$ cat src/rtl/rv_isa_pkg.sv
// Shared RV32I encoding constants and request payload for the instruction assembler.
package rv_isa_pkg;

  localparam int unsigned XLEN_W = 32;
  localparam int unsigned FMT_W  = 3;
  localparam int unsigned OPC_W  = 7;
  localparam int unsigned F3_W   = 3;
  localparam int unsigned F7_W   = 7;
  localparam int unsigned REG_W  = 5;
  localparam int unsigned LO_W   = 12;

  typedef enum logic [FMT_W-1:0] {
    FMT_R   = 3'd0,
    FMT_I   = 3'd1,
    FMT_S   = 3'd2,
    FMT_B   = 3'd3,
    FMT_U   = 3'd4,
    FMT_J   = 3'd5,
    FMT_LI  = 3'd6,
    FMT_ILL = 3'd7
  } fmt_e;

  localparam logic [OPC_W-1:0]  OP_LUI    = 7'b0110111;
  localparam logic [OPC_W-1:0]  OP_OPIMM  = 7'b0010011;
  localparam logic [XLEN_W-1:0] NOP_INSTR = 32'h0000_0013;

  typedef struct packed {
    fmt_e              fmt;
    logic [OPC_W-1:0]  opcode;
    logic [F3_W-1:0]   funct3;
    logic [F7_W-1:0]   funct7;
    logic [REG_W-1:0]  rd;
    logic [REG_W-1:0]  rs1;
    logic [REG_W-1:0]  rs2;
    logic [XLEN_W-1:0] imm;
  } instr_req_t;

  // Signed range test of a full-width immediate.
  function automatic logic imm_in_range(input logic [XLEN_W-1:0] v, input int lo, input int hi);
    return ($signed(v) >= lo) && ($signed(v) <= hi);
  endfunction

endpackage

$ cat src/rtl/imm_packer.sv
// Combinational RV32I field packer with immediate range checking.
module imm_packer
  import rv_isa_pkg::*;
(
  input  instr_req_t         req,
  output logic [XLEN_W-1:0]  instr,
  output logic               range_err
);

  logic [XLEN_W-1:0] imm;
  assign imm = req.imm;

  always_comb begin
    instr     = NOP_INSTR;
    range_err = 1'b0;
    case (req.fmt)
      FMT_R: instr = {req.funct7, req.rs2, req.rs1, req.funct3, req.rd, req.opcode};
      FMT_I: begin
        range_err = !imm_in_range(imm, -2048, 2047);
        instr     = {imm[11:0], req.rs1, req.funct3, req.rd, req.opcode};
      end
      FMT_S: begin
        range_err = !imm_in_range(imm, -2048, 2047);
        instr     = {imm[11:5], req.rs2, req.rs1, req.funct3, imm[4:0], req.opcode};
      end
      FMT_B: begin
        range_err = !imm_in_range(imm, -4096, 4094) || imm[0];
        instr     = {imm[12], imm[10:5], req.rs2, req.rs1, req.funct3, imm[4:1], imm[11], req.opcode};
      end
      FMT_U: begin
        range_err = (imm[11:0] != 12'h000);
        instr     = {imm[31:12], req.rd, req.opcode};
      end
      FMT_J: begin
        range_err = !imm_in_range(imm, -1048576, 1048574) || imm[0];
        instr     = {imm[20], imm[10:1], imm[11], imm[19:12], req.rd, req.opcode};
      end
      default: range_err = 1'b1;
    endcase
    // Any rejected request collapses to a NOP word.
    if (range_err) instr = NOP_INSTR;
  end

endmodule

$ cat src/rtl/instr_assembler.sv
// Streaming RV32I encoder: valid/ready in, one registered output word, li expanded to LUI+ADDI.
module instr_assembler
  import rv_isa_pkg::*;
#(
  parameter int unsigned XLEN     = 32,
  parameter bit          LI_SHORT = 1'b1
) (
  input  logic            clk,
  input  logic            rst_n,
  input  logic            in_valid,
  output logic            in_ready,
  input  logic [2:0]      in_fmt,
  input  logic [6:0]      in_opcode,
  input  logic [2:0]      in_funct3,
  input  logic [6:0]      in_funct7,
  input  logic [4:0]      in_rd,
  input  logic [4:0]      in_rs1,
  input  logic [4:0]      in_rs2,
  input  logic [XLEN-1:0] in_imm,
  output logic            out_valid,
  input  logic            out_ready,
  output logic [XLEN-1:0] out_instr,
  output logic            out_err,
  output logic            out_last
);

  typedef enum logic [1:0] {IDLE, EMIT, EMIT_HI} state_e;

  state_e             state_q, state_d;
  logic [REG_W-1:0]   rd_q, rd_d;
  logic [LO_W-1:0]    lo_q, lo_d;
  logic               valid_d, err_d, last_d;
  logic [XLEN_W-1:0]  instr_d;

  instr_req_t         pk_req;
  logic [XLEN_W-1:0]  pk_instr;
  logic               pk_err;

  logic               accept;
  logic               in_is_li, li_short, li_long;
  logic [XLEN_W-1:0]  imm_round;

  assign in_ready  = (state_q == IDLE) || ((state_q == EMIT) && out_ready);
  assign accept    = in_valid && in_ready;
  assign in_is_li  = (fmt_e'(in_fmt) == FMT_LI);
  assign li_short  = LI_SHORT && imm_in_range(in_imm, -2048, 2047);
  assign li_long   = in_is_li && !li_short;
  // Rounding so that hi<<12 plus the sign-extended lo reproduces the value mod 2^32.
  assign imm_round = in_imm + 32'h0000_0800;

  // Packer input select: pending ADDI, li translation, or plain pass-through.
  always_comb begin
    pk_req.fmt    = fmt_e'(in_fmt);
    pk_req.opcode = in_opcode;
    pk_req.funct3 = in_funct3;
    pk_req.funct7 = in_funct7;
    pk_req.rd     = in_rd;
    pk_req.rs1    = in_rs1;
    pk_req.rs2    = in_rs2;
    pk_req.imm    = in_imm;
    if (state_q == EMIT_HI) begin
      pk_req.fmt    = FMT_I;
      pk_req.opcode = OP_OPIMM;
      pk_req.funct3 = 3'd0;
      pk_req.funct7 = 7'd0;
      pk_req.rd     = rd_q;
      pk_req.rs1    = rd_q;
      pk_req.rs2    = 5'd0;
      pk_req.imm    = {{(XLEN_W-LO_W){lo_q[LO_W-1]}}, lo_q};
    end else if (in_is_li) begin
      pk_req.funct3 = 3'd0;
      pk_req.funct7 = 7'd0;
      pk_req.rs2    = 5'd0;
      if (li_short) begin
        pk_req.fmt    = FMT_I;
        pk_req.opcode = OP_OPIMM;
        pk_req.rs1    = 5'd0;
      end else begin
        pk_req.fmt    = FMT_U;
        pk_req.opcode = OP_LUI;
        pk_req.rs1    = 5'd0;
        pk_req.imm    = {imm_round[31:12], 12'h000};
      end
    end
  end

  imm_packer u_imm_packer (
    .req       (pk_req),
    .instr     (pk_instr),
    .range_err (pk_err)
  );

  // Next-state and output-register values.
  always_comb begin
    state_d = state_q;
    valid_d = out_valid;
    instr_d = out_instr;
    err_d   = out_err;
    last_d  = out_last;
    rd_d    = rd_q;
    lo_d    = lo_q;
    case (state_q)
      EMIT_HI: begin
        if (out_ready) begin
          state_d = EMIT;
          instr_d = pk_instr;
          err_d   = pk_err;
          last_d  = 1'b1;
        end
      end
      EMIT: begin
        if (out_ready && !in_valid) begin
          state_d = IDLE;
          valid_d = 1'b0;
        end
      end
      default: ;
    endcase
    if (accept) begin
      valid_d = 1'b1;
      instr_d = pk_instr;
      err_d   = pk_err;
      if (li_long) begin
        state_d = EMIT_HI;
        last_d  = 1'b0;
        rd_d    = in_rd;
        lo_d    = in_imm[11:0];
      end else begin
        state_d = EMIT;
        last_d  = 1'b1;
      end
    end
  end

  always_ff @(posedge clk or negedge rst_n) begin
    if (!rst_n) begin
      state_q   <= IDLE;
      out_valid <= 1'b0;
      out_instr <= NOP_INSTR;
      out_err   <= 1'b0;
      out_last  <= 1'b1;
      rd_q      <= '0;
      lo_q      <= '0;
    end else begin
      state_q   <= state_d;
      out_valid <= valid_d;
      out_instr <= instr_d;
      out_err   <= err_d;
      out_last  <= last_d;
      rd_q      <= rd_d;
      lo_q      <= lo_d;
    end
  end

endmodule
$ cat config.mk
export PLATFORM = sky130hd
export DESIGN_NAME = instr_assembler
export DESIGN_NICKNAME = d
export VERILOG_FILES = /design/src/rtl/rv_isa_pkg.sv /design/src/rtl/imm_packer.sv /design/src/rtl/instr_assembler.sv
export SDC_FILE = /design/constraint.sdc
export NUM_CORES = 1
export LEC_CHECK = 0
export ABC_AREA = 1
export ABC_CLOCK_PERIOD_IN_PS = 3300
export CAP_MARGIN = 20
export CORE_MARGIN = 8
export CORE_UTILIZATION = 25
export DETAILED_ROUTE_END_ITERATION = 16
export PLACE_DENSITY = 0.43
export SLEW_MARGIN = 20
export SYNTH_ARGS = -nofsm -noshare
export SYNTH_HDL_FRONTEND = slang
export SYNTH_SLANG_ARGS = --single-unit
$ cat constraint.sdc
create_clock -name clk -period 3.3 [get_ports clk]
set_input_delay 0.99 -clock clk [delete_from_list [all_inputs] [get_ports clk]]
set_output_delay 0.99 -clock clk [all_outputs]
set_load 0.005 [all_outputs]
# Word level (Yosys, flattened, before mapping)
# Index checks and enable logic that the tools add are counted.
[classes]
addsub = 1
multipliers = 0
n_div = 0
magnitude_cmp = 8
eq_ne = 10
shifts = 0
mux = 28
bitwise = 0
n_reduce_logical = 29
[ops]
columns = ["cell", "count"]
rows = [
  ["$pmux W32 S6", 1],
  ["$mux W32", 5],
  ["$mux W42", 2],
  ["$ge A32 B12 Y1 const B", 2],
  ["$le A32 B12 Y1 const B", 2],
  ["$mux W20", 2],
  ["$add A32 B12 Y32 const B", 1],
  ["$ge A32 B13 Y1 const B", 1],
  ["$ge A32 B21 Y1 const B", 1],
  ["$le A32 B13 Y1 const B", 1],
  ["$le A32 B21 Y1 const B", 1],
  ["$reduce_bool A12 Y1", 1],
  ["$mux W1", 10],
  ["$mux W10", 1],
  ["$eq A3 B3 Y1 const B", 3],
  ["$logic_and A1 B1 Y1", 8],
  ["$mux W2", 4],
  ["$reduce_bool A2 Y1", 4],
  ["$eq A3 B2 Y1 const B", 2],
  ["$reduce_and A2 Y1", 3],
  ["$logic_not A1 Y1", 5],
  ["$mux W5", 1],
  ["$pmux W1 S5", 1],
  ["$pmux W2 S2", 1],
  ["11 further kinds", 13],
]
[word_totals]
register_bits = 54
latchBits = 0
mem_bits_rw = 0
romBits = 0
inputBits = 71
output_inout_bits = 36
word_cells = 83
mem_count = 0

# Logic depth before layout (Yosys ltp)
[logic_depth]
ltp_word = 14
mapped_depth = 27

# Modules after synthesis
# A second synthesis with hierarchy kept.
[hier_totals]
cells_unflattened = 824
area_unflattened_um2 = 4867.2
[by_module_without_submodules]
columns = ["mod", "instances", "cells_each", "area_per_inst_um2"]
rows = [
  ["instr_assembler", 1, 575, 3641.0],
  ["imm_packer", 1, 249, 1226.2],
]

# Worst setup path before layout
# OpenSTA, ideal clock, no wires.
[synth_path]
kind = "input -> register"
start = "input port in_imm[11]"
end = "register out_err"
setup_ns = 0.117
arrival_ns = 3.066
required_ns = 3.183
slack_ns = 0.117
path_stages = 21
n_path_buf = 1
path_cell_list = "ha_1 > nand2_1 > nor2_1 > nand3_1 > nor3_1 > nand2_1 > nand2_1 > nand3_1 > nand2_2 > inv_2 > nor2_1 > nand2_1 > nor2_2 > nand3_1 > nand2_1 > nand2_2 > a21oi_4 > nand2_4 > buf_6 > nand2_1 > nand2_1"
[synth_between]
elab_chain_cells = 13
word_cells_on_any_way = 36
[synth_rtl]
columns = ["element", "line", "source"]
rows = [
  ["from (decl)", "instr_assembler.sv:19", "input logic [XLEN-1:0] in_imm,"],
  ["$ge A32 B12 Y1 or $le A32 B12 Y1 (tied branches)", "rv_isa_pkg.sv:40", "return ($signed(v) >= lo) && ($signed(v) <= hi);"],
  ["$logic_and A1 B1 Y1", "rv_isa_pkg.sv:40", ""],
  ["$mux W32", "instr_assembler.sv:74", "if (li_short) begin"],
  ["$mux W42", "instr_assembler.sv:70", "end else if (in_is_li) begin"],
  ["$mux W42", "instr_assembler.sv:61", "if (state_q == EMIT_HI) begin"],
  ["$ge A32 B21 Y1 (tied with other cells)", "rv_isa_pkg.sv:40", ""],
  ["$logic_and A1 B1 Y1", "rv_isa_pkg.sv:40", ""],
  ["$logic_not A1 Y1, on equally long branches", "imm_packer.sv:35, imm_packer.sv:27", ""],
  ["$logic_or A1 B1 Y1, on equally long branches", "imm_packer.sv:35, imm_packer.sv:27", ""],
  ["$pmux W1 S5 (*)", "imm_packer.sv:16", "case (req.fmt)"],
  ["$mux W1", "instr_assembler.sv:104", "if (out_ready) begin"],
  ["$mux W1", "instr_assembler.sv:102", "case (state_q)"],
  ["$mux W1 (*)", "instr_assembler.sv:119", "if (accept) begin"],
  ["to (signal assigned)", "instr_assembler.sv:148", "out_err <= err_d;"],
  ["to (decl)", "instr_assembler.sv:23", "output logic out_err,"],
]
# Every way passes the cells marked *; elsewhere a longest branch is shown, timed or not. The select of a mux whose other input is x is not followed.
# A chain may end at the register's enable or synchronous reset.

# Worst setup path after layout
[layout_path]
start = "input port in_fmt[0]"
end = "register out_instr[14]"
[layout_between]
elab_chain_cells = 12
word_cells_on_any_way = 33
[layout_rtl]
columns = ["element", "line", "source"]
rows = [
  ["from (decl)", "instr_assembler.sv:12", "input logic [2:0] in_fmt,"],
  ["$eq A3 B3 Y1", "instr_assembler.sv:45", "assign in_is_li = (fmt_e'(in_fmt) == FMT_LI);"],
  ["$mux W42", "instr_assembler.sv:70", ""],
  ["$mux W42", "instr_assembler.sv:61", ""],
  ["$ge A32 B21 Y1 (tied with other cells)", "rv_isa_pkg.sv:40", ""],
  ["$logic_and A1 B1 Y1", "rv_isa_pkg.sv:40", ""],
  ["$logic_not A1 Y1, on equally long branches", "imm_packer.sv:35, imm_packer.sv:27", ""],
  ["$logic_or A1 B1 Y1, on equally long branches", "imm_packer.sv:35, imm_packer.sv:27", ""],
  ["$pmux W1 S5", "imm_packer.sv:16", ""],
  ["$mux W32 (*)", "imm_packer.sv:41", "if (range_err) instr = NOP_INSTR;"],
  ["$mux W32", "instr_assembler.sv:104", ""],
  ["$mux W32", "instr_assembler.sv:102", ""],
  ["$mux W32 (*)", "instr_assembler.sv:119", ""],
  ["to (signal assigned)", "instr_assembler.sv:147", "out_instr <= instr_d;"],
  ["to (decl)", "instr_assembler.sv:22", "output logic [XLEN-1:0] out_instr,"],
]
# Marks and branches as above.

==> flow_summary.yaml <==
power:
  leakagePower_nw: 3.79
  vdd_drop_max_mv: 0.241
  totalPowerFinal_mw: 3.49
  p_per_area_nw_per_um2: 453
timing:
  fin_crit_ps: 3310
  skew_ps: 8.68
  rsz0062_at_grt: "yes"
  max_slew_margin_pct: 36.4
  period_share_pct: 100
  setup-violations-final: 5
  final_hold_viol_count: 0
  worstMarginPinSlew_ps: 955
  fmaxAchievable_ghz: 0.302
  final_max_slew_viol_count: 0
  hold_slack_ps: 482
  fin_ws_ps: -10.1
logic_synthesis:
  synth-main-ff-cell: "dfrtp_1"
  synth_top_area_share_pct: 27.8
  synth_area_leader_cell: "dfrtp_1"
  synth_fa_ha_area_share_pct: 0.278
  synth_seq_area_share_pct: 30.2
  synth_top_family_by_area: "simple AND/OR/NAND/NOR gates"
  synth-simple-area-share_pct: 41.7
  synth_area_leaders: "dfrtp_1 (28%), nand2_1 (23%), nor2_1 (7.8%), inv_1 (7.3%), o21ai_0 (5.6%)"
  synth_compound_area_share_pct: 16.2
  yosysMostFrequentCell: "nand2_1"
  syn_inst: 749
  syn-cell-area_um2: 4500
  synthArstFlopShare_pct: 100
  avgSynthCellArea_um2: 6.00
  synth_mux_area_share_pct: 0
  syn-num-nets: 821
  synth_seq_cells: 54
  yosys_warnings: 0
  synth_edf_count: 0
  synth_xor_area_share_pct: 0.779
  synth_cell_types: 38
  ys_top_cells_by_count: "nand2_1 (271), nor2_1 (94), inv_1 (87), dfrtp_1 (50), o21ai_0 (50)"
detailed_routing:
  drt_drc_violations_left: 0
  drt_iter0_markers: 181
  wl_per_cell_um: 14.8
  wl_mm: 18.4
  vias_per_cell: 4.51
  dr_total_vias: 5621
  ant_nets: 0
  dr.pass1.iters: 4
global_routing:
  grt_antenna_before_repair: 0
  grt_util_all_layers_pct: 16.3
  grt_overflow: 0
  grt_max_degree: 43
  grt_pass1_vias: 5858
  grt_first_pass_wirelength_mm: 29.4
clock_tree:
  cts_sinks: 54
  cts_root_buf: "clkbuf_16"
  clk_pin_slew_ps: 60
  clock_latency_ps: 300
  cts_buffer_depth: 2
  htree_levels: 2
  numCtsBuffers: 5
  ctsHoldBuffers: 0
  cts_tree: "built"
critical_path:
  cp.required_ps: 3520
  cp.arrival_ps: 3530
  crit_fanout: 8
  critical_path_class: "input pin to register"
  worstSetupStartpointType: "input pin"
  endpoint_kind: "register"
worst_hold_path:
  hold_path_class: "register to register"
placement:
  dpl_cell_area_um2: 6850
  place.detailed.hpwl_mm: 15.0
  pre_cts_ws_ps: -909
  port_buffers: 106
  gp_congestion: 0.885
cells_and_area:
  drive_above_1_share_pct: 34.4
  area_growth_pct: 71.3
  fill_cells: 1923
  diodes: 0
  fin_area_um2: 7700
  layout.nets: 1087
status:
  status: "complete, but fails checks"
  violations: "setup timing"
die:
  rows: 49
  die_area_um2: 22500
  io_pins: 107
  die_h_um: 150
  die_w_um: 150
  start_util_pct: 25.3
  fp.coreArea_um2: 17800
job:
  drv_cap: 0
## final timing paths
check                           start             to  slack [ps]  cells after the start
max                         in_fmt[0]  out_instr[14]         -10                     21
min in group asynchronous       rst_n     state_q[1]         840                      1
min                           out_err        out_err         480                      2
max reg2reg                state_q[1]   out_instr[3]         310                     22
min reg2reg                   out_err        out_err         480                      2
max in group asynchronous       rst_n  out_instr[31]        1730                      2
## cells by family after synthesis
family,count (synthesis)
flops,54
compound gates,115
xor+xnor,4
fa+ha+maj,1
simple gates,455
buf+inv,120
## registers in the layout, summed over array words and instances (netlist names)
name / count
out_instr: 32
lo_q: 12
state_q: 2
rd_q: 5
out_last: 1
out_err: 1
out_valid: 1
## critical path: stages
cell           delay (ps)
dlygate4sd2_1         280
nor2_2                130
buf_6                 160
nand3_4               150
nor3_4                210
nand2_1                70
nand2_1                50
nand2_1                60
nand2_2                90
nand2_2                70
nor2_2                140
nand2_2               100
nor2_4                110
nand3_1                80
nand2_1                90
nand2_2                70
a21oi_4               170
nand2_4               110
buf_12                140
buf_16                140
o21ai_2               120
## area by class of cell
class                      instances  area, µm²  area share (%)
multi-input combinational        575       3070            39.9
timing repair buffer             284       2460            31.9
sequential                        54       1360            17.6
inverter                          95        363            4.71
tap                              229        287            3.72
clock buffer                       6        129            1.67
clock inverter                     2       37.5           0.487
## per-stage QoR
step	utilization, %	instances	TNS [ps]
2_1_floorplan	-	749	0
3_3_place_gp	38.5	1204	-34240
3_5_place_dp	38.5	1204	-35820
4_1_cts	41.8	1234	-255
5_1_grt	43.3	1245	-5500
6_report	43.3	1245	-31.6
## routing by layer
| metal | vias up | wire (µm) | share of wire, % | global-route usage (%) |
|---|---|---|---|---|
| met5 | - | 0 | 0 | 0 |
| met4 | 0 | 411 | 2.2 | 5.70 |
| met3 | 22 | 688 | 3.7 | 1.86 |
| met2 | 122 | 9210 | 50 | 29.7 |
| met1 | 2559 | 8120 | 44 | 19.3 |
| li1 | 2918 | - | - | - |
## layout by cell type, fill, tap and decap left out, types with 8 or more instances in the layout
master           netlist  final
nor2_4                 0     10
a21oi_1               15     11
o21ai_0               50     40
nor2_2                 4     23
dfrtp_1               50     50
nor2_1                94     65
inv_1                 87     84
inv_2                  6      8
clkdlybuf4s50_1        0     80
nand2_2                5     36
nand3_1               46     39
o211ai_1               8      8
nand2_1              271    236
nor3_1                14      8
nand4_1               10     10
buf_2                  5     18
o21ai_2               19     25
buf_6                  4      8
buf_4                  0    164
## report_power, final
part	switching (mW)	leakage [nW]	internal, mW	total, mW
Combinational	0.933	3.02	0.938	1.87
Sequential	0.117	0.686	0.896	1.01
Clock	0.242	0.0771	0.359	0.601
Total	1.29	3.79	2.19	3.49
## repair_timing
item	in CTS	in global routing
gates cloned	3	0
buffers inserted	20	14
setup endpoints to repair	53	34
resized for setup	165	72
hold endpoints to repair	0	0
pin swaps	52	47
Power figures use the tool's default switching activity.
